==> src/rtl/sdram_wb_pkg.sv <==
// Shared FSM type, default widths and counter width for the SDRAM Wishbone master.
package sdram_wb_pkg;

    localparam int DEF_ADDR_W  = 24;
    localparam int DEF_DATA_W  = 16;
    localparam int ERR_COUNT_W = 16;

    typedef enum logic [1:0] {
        IDLE = 2'd0,
        BUS  = 2'd1,
        RESP = 2'd2
    } state_t;

endpackage

==> src/rtl/sdram_wb_watchdog.sv <==
// Bus-cycle watchdog: counts enabled cycles and flags the last allowed one.
module sdram_wb_watchdog #(
    parameter int LIMIT = 1023
) (
    input  logic clk,
    input  logic rst_n,
    input  logic clear,
    input  logic enable,
    output logic expire
);

    localparam int CNT_W = $clog2(LIMIT + 1);

    logic [CNT_W-1:0] cnt_q, cnt_d;

    // cnt_q holds the number of earlier enabled cycles, so expire marks the LIMIT-th one.
    assign expire = enable && (cnt_q == CNT_W'(LIMIT - 1));

    always_comb begin
        cnt_d = cnt_q;
        if (clear) begin
            cnt_d = '0;
        end else if (enable && !expire) begin
            cnt_d = cnt_q + 1'b1;
        end
    end

    always_ff @(posedge clk) begin
        if (!rst_n) begin
            cnt_q <= '0;
        end else begin
            cnt_q <= cnt_d;
        end
    end

endmodule

==> src/rtl/sdram_wb_master.sv <==
// Single-outstanding Wishbone classic initiator for the SDRAM controller user port.
// Optional bus-cycle timeout is enabled by defining SDRAM_WB_MASTER_TIMEOUT_EN.
module sdram_wb_master
    import sdram_wb_pkg::*;
#(
    parameter int ADDR_W         = DEF_ADDR_W,
    parameter int DATA_W         = DEF_DATA_W,
    parameter int TIMEOUT_CYCLES = 1023
) (
    input  logic                   clk,
    input  logic                   rst_n,
    input  logic                   init_done,
    input  logic                   cmd_valid,
    output logic                   cmd_ready,
    input  logic                   cmd_we,
    input  logic [ADDR_W-1:0]      cmd_adr,
    input  logic [DATA_W-1:0]      cmd_dat,
    input  logic [DATA_W/8-1:0]    cmd_sel,
    output logic                   rsp_valid,
    input  logic                   rsp_ready,
    output logic [DATA_W-1:0]      rsp_dat,
    output logic                   rsp_err,
    output logic                   rsp_we,
    output logic [ADDR_W-1:0]      wb_adr,
    output logic [DATA_W-1:0]      wb_dat_w,
    input  logic [DATA_W-1:0]      wb_dat_r,
    output logic [DATA_W/8-1:0]    wb_sel,
    output logic                   wb_cyc,
    output logic                   wb_stb,
    output logic                   wb_we,
    input  logic                   wb_ack,
    input  logic                   wb_err,
    output logic [ERR_COUNT_W-1:0] err_count,
    output state_t                 state_dbg
);

    localparam int SEL_W = DATA_W / 8;

    state_t                 state_q, state_d;
    logic [ADDR_W-1:0]      adr_q, adr_d;
    logic [DATA_W-1:0]      dat_w_q, dat_w_d;
    logic [SEL_W-1:0]       sel_q, sel_d;
    logic                   we_q, we_d;
    logic [DATA_W-1:0]      rsp_dat_q, rsp_dat_d;
    logic                   rsp_err_q, rsp_err_d;
    logic [ERR_COUNT_W-1:0] err_cnt_q, err_cnt_d;
    logic                   in_bus;
    logic                   timeout;
    logic                   term_err;

    assign in_bus = (state_q == BUS);

`ifdef SDRAM_WB_MASTER_TIMEOUT_EN
    sdram_wb_watchdog #(
        .LIMIT (TIMEOUT_CYCLES)
    ) u_watchdog (
        .clk    (clk),
        .rst_n  (rst_n),
        .clear  (!in_bus),
        .enable (in_bus),
        .expire (timeout)
    );
`else
    assign timeout = 1'b0;
    // TIMEOUT_CYCLES has no effect in this build; a bus cycle waits indefinitely.
    if (TIMEOUT_CYCLES < 1) begin : g_no_timeout
    end
`endif

    // Handshakes: a transfer happens on any edge where valid and ready are both 1;
    // the producer holds valid and payload stable until that edge.
    assign cmd_ready = rst_n && init_done && (state_q == IDLE);
    assign rsp_valid = (state_q == RESP);

    assign wb_cyc    = in_bus;
    assign wb_stb    = in_bus;
    assign wb_we     = in_bus && we_q;
    assign wb_adr    = adr_q;
    assign wb_dat_w  = dat_w_q;
    assign wb_sel    = sel_q;
    assign rsp_dat   = rsp_dat_q;
    assign rsp_err   = rsp_err_q;
    assign rsp_we    = we_q;
    assign err_count = err_cnt_q;
    assign state_dbg = state_q;

    always_comb begin
        state_d   = state_q;
        adr_d     = adr_q;
        dat_w_d   = dat_w_q;
        sel_d     = sel_q;
        we_d      = we_q;
        rsp_dat_d = rsp_dat_q;
        rsp_err_d = rsp_err_q;
        err_cnt_d = err_cnt_q;
        term_err  = 1'b0;
        case (state_q)
            IDLE: begin
                if (cmd_valid && cmd_ready) begin
                    adr_d   = cmd_adr;
                    dat_w_d = cmd_dat;
                    sel_d   = cmd_sel;
                    we_d    = cmd_we;
                    state_d = BUS;
                end
            end
            BUS: begin
                if (wb_ack || wb_err || timeout) begin
                    // A real ack beats a simultaneous timeout; err always wins.
                    term_err  = wb_err || (timeout && !wb_ack);
                    rsp_err_d = term_err;
                    rsp_dat_d = (term_err || we_q) ? '0 : wb_dat_r;
                    if (term_err && (err_cnt_q != '1)) begin
                        err_cnt_d = err_cnt_q + 1'b1;
                    end
                    state_d = RESP;
                end
            end
            RESP: begin
                if (rsp_ready) begin
                    state_d = IDLE;
                end
            end
            default: state_d = IDLE;
        endcase
    end

    always_ff @(posedge clk) begin
        if (!rst_n) begin
            state_q   <= IDLE;
            adr_q     <= '0;
            dat_w_q   <= '0;
            sel_q     <= '0;
            we_q      <= 1'b0;
            rsp_dat_q <= '0;
            rsp_err_q <= 1'b0;
            err_cnt_q <= '0;
        end else begin
            state_q   <= state_d;
            adr_q     <= adr_d;
            dat_w_q   <= dat_w_d;
            sel_q     <= sel_d;
            we_q      <= we_d;
            rsp_dat_q <= rsp_dat_d;
            rsp_err_q <= rsp_err_d;
            err_cnt_q <= err_cnt_d;
        end
    end

endmodule

==> config.mk <==
export PLATFORM = sky130hd
export DESIGN_NAME = sdram_wb_master
export DESIGN_NICKNAME = d
export VERILOG_FILES = /design/src/rtl/sdram_wb_pkg.sv /design/src/rtl/sdram_wb_watchdog.sv /design/src/rtl/sdram_wb_master.sv
export SDC_FILE = /design/constraint.sdc
export NUM_CORES = 1
export LEC_CHECK = 0
export CAP_MARGIN = 10
export CORE_MARGIN = 8
export CORE_UTILIZATION = 37
export DETAILED_ROUTE_END_ITERATION = 8
export MAX_ROUTING_LAYER = met4
export PLACE_DENSITY = 0.76
export SLEW_MARGIN = 20
export SYNTH_ARGS = -nofsm -noshare
export SYNTH_HDL_FRONTEND = slang
export SYNTH_HIERARCHICAL = 1
export SYNTH_SLANG_ARGS = --single-unit
==> constraint.sdc <==
create_clock -name clk -period 5.5 [get_ports clk]
set_clock_uncertainty 0.2 [all_clocks]
set_input_delay 0.825 -clock clk [delete_from_list [all_inputs] [get_ports clk]]
set_output_delay 0.825 -clock clk [all_outputs]
set_load 0.01 [all_outputs]
; Word level (Yosys, flattened, before mapping)
; Cells that the tools add are included.
[totals]
ff_bits = 78
input_bits = 66
[op_classes]
add_sub_neg = 1
eq_ne = 6
mux = 5
n_reduce_logical = 12
[op_table]
columns = operator, count
row1 = $add A16 B1 Y16 const B, 1
row2 = $mux W16, 1
row3 = $ne A16 B16 Y1 const B, 1
row4 = $mux W2, 3
row5 = $ne A2 B1 Y1 const B, 3
row6 = $pmux W2 S3, 1
row7 = $reduce_and A3 Y1, 2
row8 = $logic_and A1 B1 Y1, 5
row9 = $reduce_and A2 Y1, 2
row10 = $eq A2 B1 Y1 const B, 1
row11 = $eq A2 B2 Y1 const B, 1
row12 = $logic_not A2 Y1, 1
row13 = $logic_or A1 B1 Y1, 2

; Logic depth before layout (Yosys ltp)
; Gate-level depths: netlist (run 1).
[depth]
depth_word = 5
ltp_mapped = 7
mapped_depth_nobuf = 5

; Worst setup path after synthesis (run 1)
; No wires, ideal clock.
[synth_path]
kind = input port to output port
start = input port rst_n
end = output port cmd_ready
arrival_time_ns = 1.085
t_required_ns = 4.475
path_slack_ns = 3.390
path_stages = 1
n_path_buf = 0
cell_sequence = and4bb_2
[synth_between]
elab_chain_len = 2
[synth_lines]
columns = item, line_no
row1 = "start, declared", sdram_wb_master.sv:11  ; input logic rst_n,
row2 = $logic_and A1 B1 Y1 (2 in a row), sdram_wb_master.sv:72  ; assign cmd_ready = rst_n && init_done && (state_q == IDLE);
row3 = "end, declared", sdram_wb_master.sv:14  ; output logic cmd_ready,
; No other way between the ends.

; Final worst setup path (run 1)
; Same ends and word-level chain as after synthesis.

==> qor.txt, run 1 <==
Synth Net Count = 440
Max FO, Critical Path = 5
initial core utilization = 0.376
Final Slew Violations = 0
#FFs+latches synth = 78
CTS tree = yes
Post-CTS Setup Inserts = 0
Clock power frac = 0.340
worst slew pin tran = 0.747 ns
area of the core = 8090 sq um
CTS root buf = clkbuf_8
outcome = completed
post-route ant nets = 0
Crit Path Category = in -> out
clk slew on worst S/H paths = 0.07 ns
Pwr per Cell Area = 227 nW/um^2
die height = 107 um
Warnings, synthesis = 6
peak supply drop = 0.151 mV
number of remaining DRC errors = 0
layout cells sized above 1 = 0.0526
setup violators final = 0
detail-routed via count per cell = 5.00
worst skew pair latency = 0.34 ns
Port Buffer Count = 148
RSZ-0062 raised after global routing = false
sequential power share = 0.544
Worst EP required = 4.47 ns
DR WL/cell = 15.3 um
Cells after Synth = 373
Leak = 1.56 nW
number of global-route vias before repair = 2965
slowest CP cell = clkdlybuf4s50_1
Tcrit/Tclk final = 0.598
Final Hold Viols = 0
routed vias = 3090
Int Power = 0.820 mW
Worst path depth = 3
initial antenna violation count = 0
Post-Route WL = 9440 um
largest net degree at the start of global routing = 65
area of the mapped netlist = 3050 sq um
FF-to-FF Start = state_dbg[0]
post-synthesis sequential area ratio = 0.513
Comb pwr share = 0.116
Async S/R FF share, synth = 0
Worst Hold Launch = rsp_dat[0]
flop2flop setup slack = 3.32 ns
first-pass GRT wire length = 15000 um
worst-case reg-to-reg path depth = 5
# diodes = 0
post-synth cell types = 36
ys flop type = dfxtp_1
die width = 107 um
Fmax = 304 MHz
post_cts resized = 0
relative slew slack = 0.502
reg-to-reg endpoint = wb_dat_w[0]
Hold WC Path Type = reg -> reg
Final Net Count = 577
Detail Placement HPWL = 6900 um
GR Util All Layers = 0.167
min Tclk post-route = 3.29 ns
Layout area overhead = 55.2%
Arrival @ worst endpoint = 2.26 ns
cts bufs inserted = 9
Post-synth EDFFs = 0
maximum clock path buffer count = 2
1st-pass router iterations = 4
placer's final routability congestion estimate = 0.802
CTS sink cnt = 78
Worst Setup End Kind = output port
Fin Setup TNS = 0 ns
Hold Path Sink = rsp_dat[0]
pre-CTS setup slack = 2.21 ns
Max stage delay on crit path = 0.57 ns
CP most frequent cell = clkdlybuf4s50_1
DIE AREA = 11400 sq um
DRT iter0 DRCs = 146
critical path buffer and inverter count = 2
Max-cap violations = 0
mean post-synth cell area = 8.17 sq um
I/O pin cnt = 149
Sw Share = 0.235
grt ovf = 0
Row Count = 33
crit path cell chain = clkdlybuf4s50_1 > and4bb_2 > clkdlybuf4s50_1
Total Power = 1.07 mW
worst hold stages = 2
Post-CTS Hold Buffers = 0
Startpoint Class = input pin
net switching power = 0.252 mW
CTS H-tree depth = 3
PnR worst setup slack = 2.21 ns
Worst path top cell family by delay = buffers and inverters
==> how the worst max path moves through the flow <==
stage	from	slack, ns	endpoint
3_3_place_gp	rst_n	2.21	cmd_ready
5_1_grt	rst_n	2.11	cmd_ready
2_1_floorplan	rst_n	3.39	cmd_ready
4_1_cts	rst_n	2.19	cmd_ready
6_report	rst_n	2.21	cmd_ready
3_5_place_dp	rst_n	2.21	cmd_ready
==> per-stage QoR <==
step | cell area [sq um] | instances | utilization | hold WS, ns
floorplan | 3050 | 373 | - | 0.276
global placement | 4560 | 604 | 0.564 | 0.238
detailed placement | 4570 | 604 | 0.564 | 0.244
CTS | 4720 | 618 | 0.583 | 0.254
global route | 4730 | 618 | 0.584 | 0.265
finish | 4730 | 618 | 0.584 | 0.250
==> sequential cells by signal, summed over array words and instances (netlist names) <==
register,count
wb_adr,24
err_count,16
rsp_dat,16
wb_dat_w,16
state_dbg,2
wb_sel,2
rsp_err,1
rsp_we,1
==> synthesized netlist by cell type, types with 2 or more instances <==
library cell | instances | area [sq um]
or3_1 | 4 | 25.0
o21ai_0 | 4 | 20.0
nand2b_1 | 2 | 12.5
or4_1 | 9 | 67.6
nand3_1 | 21 | 105
and2_1 | 2 | 12.5
nand2_1 | 112 | 420
nor2_1 | 3 | 11.3
a21oi_1 | 76 | 380
clkbuf_1 | 14 | 52.6
buf_2 | 8 | 40.0
nor2b_1 | 3 | 18.8
inv_1 | 3 | 11.3
buf_4 | 2 | 15.0
o31ai_1 | 11 | 82.6
dfxtp_1 | 78 | 1560
nand4_1 | 2 | 12.5
==> layout make-up <==
cell class	count	area (sq um)
timing repair buffer	151	1500
sequential	78	1560
fill	760	3370
tap	105	131
inverter	3	11.3
clock inverter	2	10.0
clock buffer	12	145
multi-input combinational	267	1360
==> power by group through the flow <==
stage                     logic (mW)  clock network (mW)  registers [mW]
final                          0.124               0.364           0.584
after global routing           0.135               0.404           0.585
after CTS                      0.125               0.376           0.583
after detailed placement       0.125                   0           0.597
after global placement         0.123                   0           0.596
after floorplan               0.0358                   0           0.602
==> kinds of logic (layout without fill, tap and decap cells) <==
| family | after synthesis | count (layout) | synth area share |
|---|---|---|---|
| DFF | 78 | 78 | 0.513 |
| and+or+nand+nor | 171 | 171 | 0.273 |
| AOI/OAI and AO/OA | 95 | 95 | 0.168 |
| adders and majority gates | 1 | 1 | 0.00411 |
| buffers and inverters | 28 | 168 | 0.0427 |
==> per-layer routing <==
metal | routed length [um] | GRT usage | up-vias
li1 | - | - | 1553
met1 | 4120 | 0.204 | 1438
met2 | 4660 | 0.259 | 90
met3 | 561 | 0.0486 | 9
met4 | 97 | 0.0543 | 0
met5 | 0 | - | -
==> worst register-to-register path, delay by kind of cell, from the launching register on <==
family                 cells  cell delay (ns)
AOI/OAI and AO/OA          1             0.15
buffers and inverters      1             0.39
DFF                        1             0.42
and+or+nand+nor            3             0.95
==> cells in the final DEF (no fill, tap or decap), drive strengths merged, types with 2 or more instances in the layout <==
cell type,n
clkdlybuf4s50,148
nand2,112
dfxtp,78
a21oi,76
nand3,22
clkbuf,12
o31ai,11
or4,9
o21ai,5
or3,4
buf,3
nor2b,3
nor2,3
nand4,3
inv,3
and4,3
and2,2
nand2b,2
clkinv,2
nor3,2
Note: power is estimated with default switching activity, not from simulation.
==> inputs of run 2 (changes only) <==
--- a/config.mk
+++ b/config.mk
@@ -7,10 +7,10 @@
 export LEC_CHECK = 0
 export CAP_MARGIN = 10
 export CORE_MARGIN = 8
-export CORE_UTILIZATION = 37
+export CORE_UTILIZATION = 36
 export DETAILED_ROUTE_END_ITERATION = 8
 export MAX_ROUTING_LAYER = met4
-export PLACE_DENSITY = 0.76
+export PLACE_DENSITY = 0.77
 export SLEW_MARGIN = 20
 export SYNTH_ARGS = -nofsm -noshare
 export SYNTH_HDL_FRONTEND = slang
==> constraint.sdc (replaced) <==
create_clock -name clk -period 2.8 [get_ports clk]
set_clock_uncertainty 0.2 [all_clocks]
set_input_delay 0.42 -clock clk [delete_from_list [all_inputs] [get_ports clk]]
set_output_delay 0.42 -clock clk [all_outputs]
set_load 0.01 [all_outputs]
==> qor.txt, run 2 (synthesis results as in run 1) <==
outcome = completed
first-pass GRT wire length = 15400 um
largest net degree at the start of global routing = 57
CTS root buf = clkbuf_8
die width = 108 um
min Tclk post-route = 2.50 ns
PnR worst setup slack = 0.303 ns
I/O pin cnt = 149
Fmax = 400 MHz
CTS H-tree depth = 3
Arrival @ worst endpoint = 1.88 ns
Fin Setup TNS = 0 ns
slowest CP cell = clkdlybuf4s50_1
placed cell count = 610
number of remaining DRC errors = 0
most common library cell in the layout ignoring fill and taps = clkdlybuf4s50_1
Layout area overhead = 58.2%
worst slew pin tran = 0.615 ns
design area = 4820 sq um
Final Net Count = 583
Max FO, Critical Path = 5
Startpoint Class = input pin
detail-routed via count per cell = 5.05
crit path cell chain = clkdlybuf4s50_1 > and4bb_2 > clkdlybuf4s50_1
Worst EP required = 2.18 ns
area of the core = 8220 sq um
relative slew slack = 0.588
CTS sink cnt = 78
Largest register FFs = 24
initial antenna violation count = 0
# diodes = 0
initial core utilization = 0.371
placer's final routability congestion estimate = 0.783
Hold WC Path Type = reg -> reg
GR Util All Layers = 0.169
peak supply drop = 0.361 mV
clk slew on worst S/H paths = 0.07 ns
net switching power = 0.499 mW
post-route ant nets = 0
Tcrit/Tclk final = 0.892
Pwr per Cell Area = 458 nW/um^2
setup violators final = 0
most frequent cells in the layout = clkdlybuf4s50_1 (148), nand2_1 (112), dfxtp_1 (78)
Post-CTS Setup Inserts = 0
pre-CTS setup slack = 0.323 ns
sequential power share = 0.519
routed vias = 3159
RSZ-0062 raised after global routing = false
Leak = 1.62 nW
DRT iter0 DRCs = 111
Worst Setup End Kind = output port
maximum clock path buffer count = 2
Clock power frac = 0.367
Final Slew Violations = 0
Post-CTS Hold Buffers = 0
Int Power = 1.71 mW
number of global-route vias before repair = 3137
Total Power = 2.21 mW
DIE AREA = 11700 sq um
die height = 108 um
Sw Share = 0.226
Final Hold Viols = 0
Comb pwr share = 0.114
CTS tree = yes
Row Count = 33
Crit Path Category = in -> out
cts bufs inserted = 9
grt ovf = 0
Non-Filler Instances = 625
Detail Placement HPWL = 7200 um
Post-Route WL = 9680 um
post_cts resized = 0
CP most frequent cell = clkdlybuf4s50_1
worst skew pair latency = 0.33 ns
Max stage delay on crit path = 0.59 ns
layout cells sized above 1 = 0.0635
Port Buffer Count = 148
1st-pass router iterations = 4
DR WL/cell = 15.5 um
Area after DPL = 4630 sq um
Max-cap violations = 0
Worst Hold Slack = 0.254 ns
final core utilization = 0.587
==> run 2: cell count changes in the layout (fill, tap and decap cells not counted), sizes merged <==
cell and change:
bufinv +1, clkinv +2, clkbuf -2, buf +6
==> run 2: power by group through the flow <==
stage	clock, mW	sequential (mW)	combinational, mW
2_1_floorplan	0	1.18	0.0703
3_5_place_dp	0	1.17	0.254
4_1_cts	0.842	1.15	0.255
3_3_place_gp	0	1.17	0.250
5_1_grt	0.897	1.15	0.273
6_report	0.809	1.15	0.252
==> run 2: final cells by class <==
cell class              instances  area [sq um]
clock buffers                  10           138
clock inverters                 5          50.0
fillers                       742          3400
inverters                       3          11.3
multi-input cells             267          1360
flip-flops and latches         78          1560
well taps                     105           131
repair buffers                157          1570
==> run 2: final timing paths <==
check	from	end	slack, ns	cells after the start
worst max-delay path	rst_n	cmd_ready	0.30	3
worst min-delay path	wb_adr[22]	wb_adr[22]	0.25	2
worst max register to register	err_count[0]	err_count[1]	0.75	5
worst min register to register	wb_adr[22]	wb_adr[22]	0.25	2
==> run 2: critical path: cells and delay by family <==
kind / cells / cell delay [ns]
buf+inv: 2 / 1.16
simple gates: 1 / 0.30
==> run 2: layer usage <==
metal	routed length [um]	global-route usage
met1	3890	0.193
met2	4720	0.267
met3	969	0.0738
met4	99	0.0426
met5	0	-
